$ cat src/rtl/pwm_sample_sched.sv
// Audio sample scheduler for the 8-bit PWM stage: small sample FIFO, PWM period counter,
// one sample load per period boundary, with priming, underrun tracking and graceful stop.
module pwm_sample_sched #(
  parameter int unsigned DEPTH       = 4,
  parameter int unsigned PRIME_LEVEL = 2,
  parameter int unsigned PERIOD      = 256,
  parameter logic [7:0]  MUTE_LEVEL  = 8'd128
) (
  input  logic                         clk,
  input  logic                         n_rst,
  input  logic                         en,
  input  logic [7:0]                   in_sample,
  input  logic                         in_valid,
  output logic                         in_ready,
  output logic [7:0]                   pwm_sample,
  output logic [7:0]                   pwm_count,
  output logic                         period_start,
  output logic [$clog2(DEPTH+1)-1:0]   fifo_level,
  output logic                         underrun,
  output logic [7:0]                   underrun_cnt
);

  localparam int unsigned LW        = $clog2(DEPTH + 1);
  localparam int unsigned PW        = $clog2(DEPTH);
  localparam logic [7:0]  LAST      = 8'(PERIOD - 1);
  localparam logic [LW-1:0] FULL_LVL  = LW'(DEPTH);
  localparam logic [LW-1:0] PRIME_LVL = LW'(PRIME_LEVEL);

  typedef enum logic [1:0] {IDLE, PRIME, RUN, STOP} state_t;

  state_t        state_q, state_d;
  logic [7:0]    mem [DEPTH];
  logic [PW-1:0] rd_ptr_q, wr_ptr_q;
  logic          push, pop, flush;
  logic [7:0]    head;
  logic [LW-1:0] lvl_post;
  logic [7:0]    count_d, sample_d, ucnt_d;
  logic          pstart_d, under_d;

  // Ready depends only on registered state and level, never on this cycle's pop.
  assign in_ready = ((state_q == PRIME) || (state_q == RUN)) && (fifo_level != FULL_LVL);
  assign push     = in_valid && in_ready;
  assign lvl_post = fifo_level + LW'(push);
  // Bypass lets a sample pushed into an empty FIFO be taken in the same cycle.
  assign head     = (fifo_level == '0) ? in_sample : mem[rd_ptr_q];

  // Next-state and next-output logic.
  always_comb begin
    state_d  = state_q;
    count_d  = pwm_count;
    sample_d = pwm_sample;
    pstart_d = 1'b0;
    under_d  = 1'b0;
    ucnt_d   = underrun_cnt;
    pop      = 1'b0;
    flush    = 1'b0;
    unique case (state_q)
      IDLE: begin
        flush    = 1'b1;
        count_d  = '0;
        sample_d = MUTE_LEVEL;
        if (en) begin
          state_d = PRIME;
          ucnt_d  = '0;
        end
      end
      PRIME: begin
        count_d  = '0;
        sample_d = MUTE_LEVEL;
        if (!en) begin
          state_d = IDLE;
          flush   = 1'b1;
        end else if (lvl_post >= PRIME_LVL) begin
          state_d  = RUN;
          pop      = 1'b1;
          sample_d = head;
          pstart_d = 1'b1;
        end
      end
      RUN: begin
        if (pwm_count == LAST) begin
          count_d = '0;
          if (!en) begin
            // Period just completed, so stop goes straight to idle.
            state_d  = IDLE;
            flush    = 1'b1;
            sample_d = MUTE_LEVEL;
          end else begin
            pstart_d = 1'b1;
            if (fifo_level != '0) begin
              pop      = 1'b1;
              sample_d = mem[rd_ptr_q];
            end else begin
              under_d = 1'b1;
              if (underrun_cnt != 8'hFF) ucnt_d = underrun_cnt + 8'd1;
            end
          end
        end else begin
          count_d = pwm_count + 8'd1;
          if (!en) state_d = STOP;
        end
      end
      STOP: begin
        if (pwm_count == LAST) begin
          state_d  = IDLE;
          count_d  = '0;
          flush    = 1'b1;
          sample_d = MUTE_LEVEL;
        end else begin
          count_d = pwm_count + 8'd1;
        end
      end
    endcase
  end

  // State and output registers.
  always_ff @(posedge clk) begin
    if (!n_rst) begin
      state_q      <= IDLE;
      pwm_count    <= '0;
      pwm_sample   <= MUTE_LEVEL;
      period_start <= 1'b0;
      underrun     <= 1'b0;
      underrun_cnt <= '0;
    end else begin
      state_q      <= state_d;
      pwm_count    <= count_d;
      pwm_sample   <= sample_d;
      period_start <= pstart_d;
      underrun     <= under_d;
      underrun_cnt <= ucnt_d;
    end
  end

  // FIFO pointers and occupancy.
  always_ff @(posedge clk) begin
    if (!n_rst || flush) begin
      rd_ptr_q   <= '0;
      wr_ptr_q   <= '0;
      fifo_level <= '0;
    end else begin
      if (push) wr_ptr_q <= wr_ptr_q + PW'(1);
      if (pop)  rd_ptr_q <= rd_ptr_q + PW'(1);
      fifo_level <= fifo_level + LW'(push) - LW'(pop);
    end
  end

  always_ff @(posedge clk) begin
    if (push) mem[wr_ptr_q] <= in_sample;
  end

endmodule

$ cat config.mk
export PLATFORM = sky130hd
export DESIGN_NAME = pwm_sample_sched
export DESIGN_NICKNAME = d
export VERILOG_FILES = /design/src/rtl/pwm_sample_sched.sv
export SDC_FILE = /design/constraint.sdc
export NUM_CORES = 1
export LEC_CHECK = 0
export ABC_CLOCK_PERIOD_IN_PS = 4400
export BUFFER_PORTS_ARGS = -buffer_cell sky130_fd_sc_hd__buf_4
export CORE_AREA = 2 2 100 102
export DETAILED_ROUTE_END_ITERATION = 10
export DIE_AREA = 0 0 102 104
export SLEW_MARGIN = 20
export SYNTH_ARGS = -nofsm -noshare
export SYNTH_HDL_FRONTEND = slang
export SYNTH_SLANG_ARGS = --single-unit
export TNS_END_PERCENT = 30
$ cat constraint.sdc
create_clock -name clk -period 4.4 [get_ports clk]
set_clock_uncertainty 0.2 [all_clocks]
set_input_delay 0.22 -clock clk [delete_from_list [all_inputs] [get_ports clk]]
set_output_delay 0.22 -clock clk [all_outputs]
set_load 0.005 [all_outputs]
After elaboration in Yosys (flattened, before gate mapping)
Memories as Yosys holds them, arrays and structs flattened. A register that Yosys moved wholly into a read port is not among the register bits.
Index checks and enable logic that the tools add are counted.
{"block": "totals", "reg_bits": 35, "latchBits": 0, "mem_bits_rw": 32, "rom_bits": 0, "in_bits": 12, "out_inout_bits": 30, "elab_cells": 89, "memories": 1}
{"memory": "mem", "words": 4, "word_bits": 8, "read_ports": 1, "rd_ports_with_merged_regs": 1, "write_ports": 1, "line_no": "32", "source": "logic [7:0] mem [DEPTH];"}
{"block": "classes", "addsub": 6, "n_mul": 0, "n_div": 0, "order_cmp": 1, "n_eq_ne": 15, "shifts": 0, "n_mux": 42, "bitwise_logic": 0, "n_reduce_logical": 15}
{"cell": "8-bit 2-to-1 mux", "n": 13}
{"cell": "8-bit one-hot mux with 2 select lines", "n": 2}
{"cell": "8-bit one-hot mux with 4 select lines", "n": 1}
{"cell": "2-bit 2-to-1 mux", "n": 9}
{"cell": "8-bit by 1-bit adder with 8-bit output, second input constant", "n": 2}
{"cell": "1-bit 2-to-1 mux", "n": 13}
{"cell": "2-bit inequality test, second input constant", "n": 5}
{"cell": "8-bit equality test, second input constant", "n": 1}
{"cell": "8-bit inequality test, second input constant", "n": 1}
{"cell": "2-bit one-hot mux with 4 select lines", "n": 1}
{"cell": "4-bit AND reduction", "n": 2}
{"cell": "3-bit by 2-bit inequality test with 1-bit output, second input constant", "n": 2}
{"cell": "6-bit AND reduction", "n": 1}
{"cell": "2-bit by 1-bit adder with 2-bit output, second input constant", "n": 2}
{"cell": "2-bit equality test, second input constant", "n": 2}
{"cell": "2-bit by 1-bit inequality test with 1-bit output, second input constant", "n": 2}
{"cell": "1-bit one-hot mux with 2 select lines", "n": 2}
{"cell": "1-bit one-hot mux with 4 select lines", "n": 1}
{"cell": "2-bit OR reduction", "n": 2}
{"cell": "3-bit by 1-bit adder with 3-bit output", "n": 1}
{"cell": "3-bit by 2-bit >= comparator with 1-bit output, second input constant", "n": 1}
{"cell": "3-bit zero test", "n": 1}
{"cell": "3-bit inequality test, second input constant", "n": 1}
{"cell": "3-bit AND reduction", "n": 1}
{"cell": "8 further kinds", "n": 10}

Logic depth before layout (Yosys ltp)
{"block": "logic_depth", "ltp_word": 11, "ltp_mapped": 13, "ltp_nobuf": 12}

Least setup slack after synthesis
Ideal clock, no wire load.
{"block": "synth_timing", "kind": "register to register", "start": "register state_q[0]", "end": "register pwm_sample[7]", "setup_ns": 0.136, "arrival_ns": 2.499, "required_time_ns": 4.064, "path_slack_ns": 1.565, "stages_incl_launch_ff": 11, "n_path_buf": 1, "synth_period_minus_slack_ns": 2.835, "cell_sequence": "dfxtp_1 -> inv_1 -> ha_1 -> o311a_1 -> clkbuf_1 -> ha_1 -> ha_1 -> xnor2_1 -> a221o_1 -> a2111oi_0 -> mux2i_1"}
{"block": "synth_between", "elab_chain_cells": 9, "word_cells_on_any_way": 16, "classes_between": "1 x add/sub; 1 x order compare; 6 x eq/ne; 3 x mux; 5 x reduce/logical"}
{"element": "from (decl)", "line_no": "31", "source": "state_t state_q, state_d;"}
{"element": "from (signal assigned)", "line_no": "126", "source": "state_q <= state_d;"}
{"element": "2-bit by 1-bit equality test with 1-bit output or 2-bit equality test (tied branches)", "line_no": "41", "source": "assign in_ready = ((state_q == PRIME) || (state_q == RUN)) && (fifo_level != FULL_LVL);"}
{"element": "1-bit logical OR *", "line_no": "41"}
{"element": "1-bit logical AND *", "line_no": "41"}
{"element": "1-bit logical AND *", "line_no": "42", "source": "assign push = in_valid && in_ready;"}
{"element": "via push", "line_no": "34", "source": "logic push, pop, flush;"}
{"element": "3-bit by 1-bit adder with 3-bit output *", "line_no": "43", "source": "assign lvl_post = fifo_level + LW'(push);"}
{"element": "3-bit by 2-bit >= comparator with 1-bit output *", "line_no": "73", "source": "end else if (lvl_post >= PRIME_LVL) begin"}
{"element": "8-bit 2-to-1 mux *", "line_no": "73"}
{"element": "8-bit 2-to-1 mux *", "line_no": "70", "source": "if (!en) begin"}
{"element": "8-bit one-hot mux with 4 select lines *", "line_no": "57", "source": "unique case (state_q)"}
{"element": "to (signal assigned)", "line_no": "128", "source": "pwm_sample <= sample_d;"}
{"element": "to (decl)", "line_no": "15", "source": "output logic [7:0] pwm_sample,"}
The timed path passes the listed nets; every way through them passes the cells marked *.
A chain may end at the register's enable or synchronous reset.

Final worst setup path
{"block": "layout_timing", "start": "register state_q[0]", "end": "register pwm_sample[0]"}
{"block": "layout_between", "elab_chain_cells": 9, "word_cells_on_any_way": 16, "classes_between": "1 x add/sub; 1 x order compare; 6 x eq/ne; 3 x mux; 5 x reduce/logical"}
{"element": "2-bit by 1-bit equality test with 1-bit output or 2-bit equality test (tied branches)", "line_no": "41, 57"}
{"element": "1-bit logical OR", "line_no": "41"}
{"element": "1-bit logical AND", "line_no": "41"}
{"element": "1-bit logical AND", "line_no": "42"}
{"element": "3-bit by 1-bit adder with 3-bit output", "line_no": "43"}
{"element": "3-bit by 2-bit >= comparator with 1-bit output", "line_no": "73"}
{"element": "8-bit 2-to-1 mux", "line_no": "73"}
{"element": "8-bit 2-to-1 mux", "line_no": "70"}
{"element": "8-bit one-hot mux with 4 select lines", "line_no": "57"}
Several ways; a longest one is shown, not always the timed one.

==> run summary <==
H-Tree Level Count: 3
Crit path launch type: flop
Cells along the critical path: inv_1, ha_1, o311a_1, ha_1, ha_1, xnor2_1, a211oi_1, o211ai_1, a31oi_1
Number of global-route vias before repair: 2335
Number of filler instances in the final layout: 944
Gp weighted congestion: 0.783
Count of state elements after synthesis: 69
# port buffers: 41
I/O Pins: 42
Capturing point of the worst reg2reg path: pwm_sample[0]
Clock tree root driver cell: sky130_fd_sc_hd__clkbuf_8
Final WL: 7400 microns
Maximum resistive drop on vdd: 0.225 mV
Mean post-synth cell area: 11.6 sq um
Worst-Margin Slew: 1000 ps
Most frequently used flop master after synthesis: sky130_fd_sc_hd__dfxtp_1
Share of the clock period used by the worst path: 75.2%
Slew Limit Fails: 0
Antenna violation net count after detailed routing: 0
Number of stages on the worst hold path: 2
Width of the die: 102 microns
Wire length of the first global-routing pass: 12000 microns
Number of DRC violations after detailed routing: 0
Critical path's most frequent cell: sky130_fd_sc_hd__ha_1
Hold path startpoint: n_rst
Vias post-DR: 2402
Area of the multi-input gates: 0.00143 sq mm
Depth of the worst register-to-register path: 9
Wire length per cell: 16.0 microns
Clock tree from TritonCTS: built
Number of cell rows: 36
Post-route cell area: 0.00391 sq mm
Syn_nets: 303
Pre-Repair DR Iteration Count: 4
Leakage Power: 1.43 nW
Sequential standard cell area: 0.00170 sq mm
Diode count: 0
Total of max-cap violations: 0
Register-to-register path setup slack: 1090 ps
Number of hold violations in the final report: 0
Cell family with the largest share of critical-path delay: compound AO/OA/AOI/OAI gates
Vertical extent of the die: 104 microns
Post-CTS setup buffer count: 0
Placeable core region: 0.00955 sq mm
Unrepaired setup endpoints after global routing: false
Upper clock frequency limit: 302 MHz
Highest-delay cell along the critical path: sky130_fd_sc_hd__a211oi_1
Cell Pwr Density: 344 mW/mm^2
Worst min-delay path endpoint: state_q[0]
Outcome: finished, final reports clean
Maximum clock path buffer count: 2
Pin count of the biggest net entering global routing: 19
Final core utilization: 40.9%
Count of unique library cells instantiated by Yosys: 54
Antenna violations before repair: 0
Worst hold path type: in2reg
Fraction of final layout cells sized beyond drive strength 1: 21.9%
Crit path time final: 3310 ps
HPWL after detailed placement: 5010 microns
Starting density of the core: 33.8%
Worst setup EP type: flop
Netlist area before placement: 0.00323 sq mm
Placed cell area: 0.00365 sq mm
Clock transition at the registers of the reported paths: 80 ps
Critical path origin: state_q[0]
Avg Vias per Cell: 5.20
Worst slew slack as a fraction of its limit: 32.8%
Async set or reset register ratio after synthesis: 0%
CP max FO: 7
Startpoint-to-endpoint class of the critical path: reg2reg
Synthesized instance count: 277
Sinks on the clock net: 69
Layout area overhead: 21.1%
Sequential-to-total area share from yosys stat: 52.7%
Setup slack of the critical path after layout: 1090 ps
Count of routing violations after the opening detailed-route iteration: 128
Total power draw: 1.34 mW
Ys Warns: 0
Post-synth EDFFs: 32
Crit path required time: 4490 ps
Critical R2R Launch: state_q[0]
Delay contributed by the slowest stage of the critical path: 890 ps
Total track usage: 14.6%
Final setup violation count: 0
CP arrival: 3400 ps
Final-layout setup total negative slack: 0 ps
Worst slack at placement: 1150 ps
Die footprint: 0.0106 sq mm
Worst-skew pair later-pin latency: 360 ps
Worst path buffer plus inverter count: 1
Nets@finish: 350
Aggregate global routing overflow: 0
Cts bufs inserted: 9
-- cell type report --
cell class	instances	share of cell area (%)
Clock inverter	7	1.44
Multi-Input combinational cell	185	36.7
Tap cell	133	4.26
Timing Repair Buffer	49	9.93
Inverter	10	0.961
Sequential cell	69	43.5
Clock buffer	9	3.17
-- state kept, by name (all words and copies together), names as in the netlist, named ones only --
register	flops
period_start	1
pwm_sample	8
mem	32
underrun	1
wr_ptr_q	2
rd_ptr_q	2
underrun_cnt	8
state_q	2
fifo_level	3
pwm_count	8
-- how the worst max path moves through the flow --
stage,end,cells after the start
global route,pwm_sample[6],9
floorplan,pwm_sample[7],10
global placement,pwm_sample[1],9
CTS,pwm_sample[0],9
finish,pwm_sample[0],9
detailed placement,pwm_sample[0],9
-- repair_timing --
action                                 in CTS  in global routing
hold buffers                                8                  0
endpoints found under the hold margin      39                  0
gates resized for setup                     0                  0
-- worst reg2reg max path, delay by kind of cell (launching register included) --
kind | cells | cell delay (ps)
fa+ha+maj | 3 | 780
compound gates | 4 | 1610
flops | 1 | 390
xor+xnor | 1 | 180
buf+inv | 1 | 80
-- cell families after synthesis --
kind of cell / count (synthesis) / share of synthesized area, %
AO/OA/AOI/OAI: 64 / 15.2
adder cells (fa/ha/maj): 14 / 5.43
AND/OR/NAND/NOR: 86 / 14.6
flip-flops: 69 / 52.7
XOR/XNOR: 10 / 2.71
multiplexers: 11 / 6.51
buffers and inverters: 23 / 2.83
-- cells in the final DEF (no fill, tap or decap), types with 3 or more instances in the layout --
| master | Yosys | routed |
|---|---|---|
| sky130_fd_sc_hd__mux2i_1 | 3 | 3 |
| sky130_fd_sc_hd__buf_4 | 0 | 41 |
| sky130_fd_sc_hd__o31ai_1 | 5 | 5 |
| sky130_fd_sc_hd__inv_6 | 0 | 3 |
| sky130_fd_sc_hd__xor2_1 | 4 | 4 |
| sky130_fd_sc_hd__nand4_1 | 3 | 3 |
| sky130_fd_sc_hd__edfxtp_1 | 32 | 32 |
| sky130_fd_sc_hd__inv_1 | 10 | 10 |
| sky130_fd_sc_hd__and3_1 | 3 | 3 |
| sky130_fd_sc_hd__clkbuf_8 | 0 | 9 |
| sky130_fd_sc_hd__nand3_1 | 11 | 11 |
| sky130_fd_sc_hd__a22oi_1 | 7 | 7 |
| sky130_fd_sc_hd__mux4_2 | 8 | 8 |
| sky130_fd_sc_hd__nor2_1 | 16 | 16 |
| sky130_fd_sc_hd__o211ai_1 | 10 | 10 |
| sky130_fd_sc_hd__dlygate4sd3_1 | 0 | 8 |
| sky130_fd_sc_hd__a21oi_1 | 9 | 9 |
| sky130_fd_sc_hd__or4_1 | 7 | 7 |
| sky130_fd_sc_hd__nor3_1 | 3 | 3 |
| sky130_fd_sc_hd__xnor2_1 | 6 | 6 |
| sky130_fd_sc_hd__and2_1 | 8 | 8 |
| sky130_fd_sc_hd__nand2_1 | 21 | 21 |
| sky130_fd_sc_hd__ha_1 | 14 | 14 |
| sky130_fd_sc_hd__dfxtp_1 | 37 | 37 |
| sky130_fd_sc_hd__a31oi_1 | 8 | 8 |
| sky130_fd_sc_hd__or3_1 | 3 | 3 |
-- power by group --
part,switching [mW],total [mW],internal [mW]
clock,0.279,0.492,0.212
combinational,0.0875,0.149,0.0620
sequential,0.0116,0.701,0.690
total,0.379,1.34,0.964
-- synth_stat cells (all sizes together) (3+ instances only) --
cell    count  area share, %
dfxtp      37             23
edfxtp     32             30
nand2      22            2.6
nor2       16            1.9
ha         14            5.4
nand3      11            1.7
inv        10            1.2
o211ai     10            2.3
a21oi       9            1.4
clkbuf      9            1.0
a31oi       8            1.6
and2        8            1.6
mux4        8            5.6
or4         8            2.0
a22oi       7            1.6
o31ai       6            1.6
xnor2       6            1.6
buf         4           0.62
nand4       4            1.2
xor2        4            1.1
and3        3           0.58
mux2i       3           0.93
nor3        3           0.47
o21ai       3           0.47
or3         3           0.58
-- stage by stage --
| stage | hold WS (ps) | std cells |
|---|---|---|
| 2_1_floorplan | 119 | 277 |
| 3_3_place_gp | 234 | 438 |
| 3_5_place_dp | 241 | 438 |
| 4_1_cts | 11.4 | 462 |
| 5_1_grt | 27.3 | 462 |
| 6_report | 26.8 | 462 |
-- metal layers --
metal  global-route usage, %  part of all wire [%]
met3                    4.50                   5.6
met1                    20.1                    46
met5                       0                     0
met2                    22.2                    47
met4                    4.00                   1.4
Note: power is estimated with default switching activity, not from simulation.
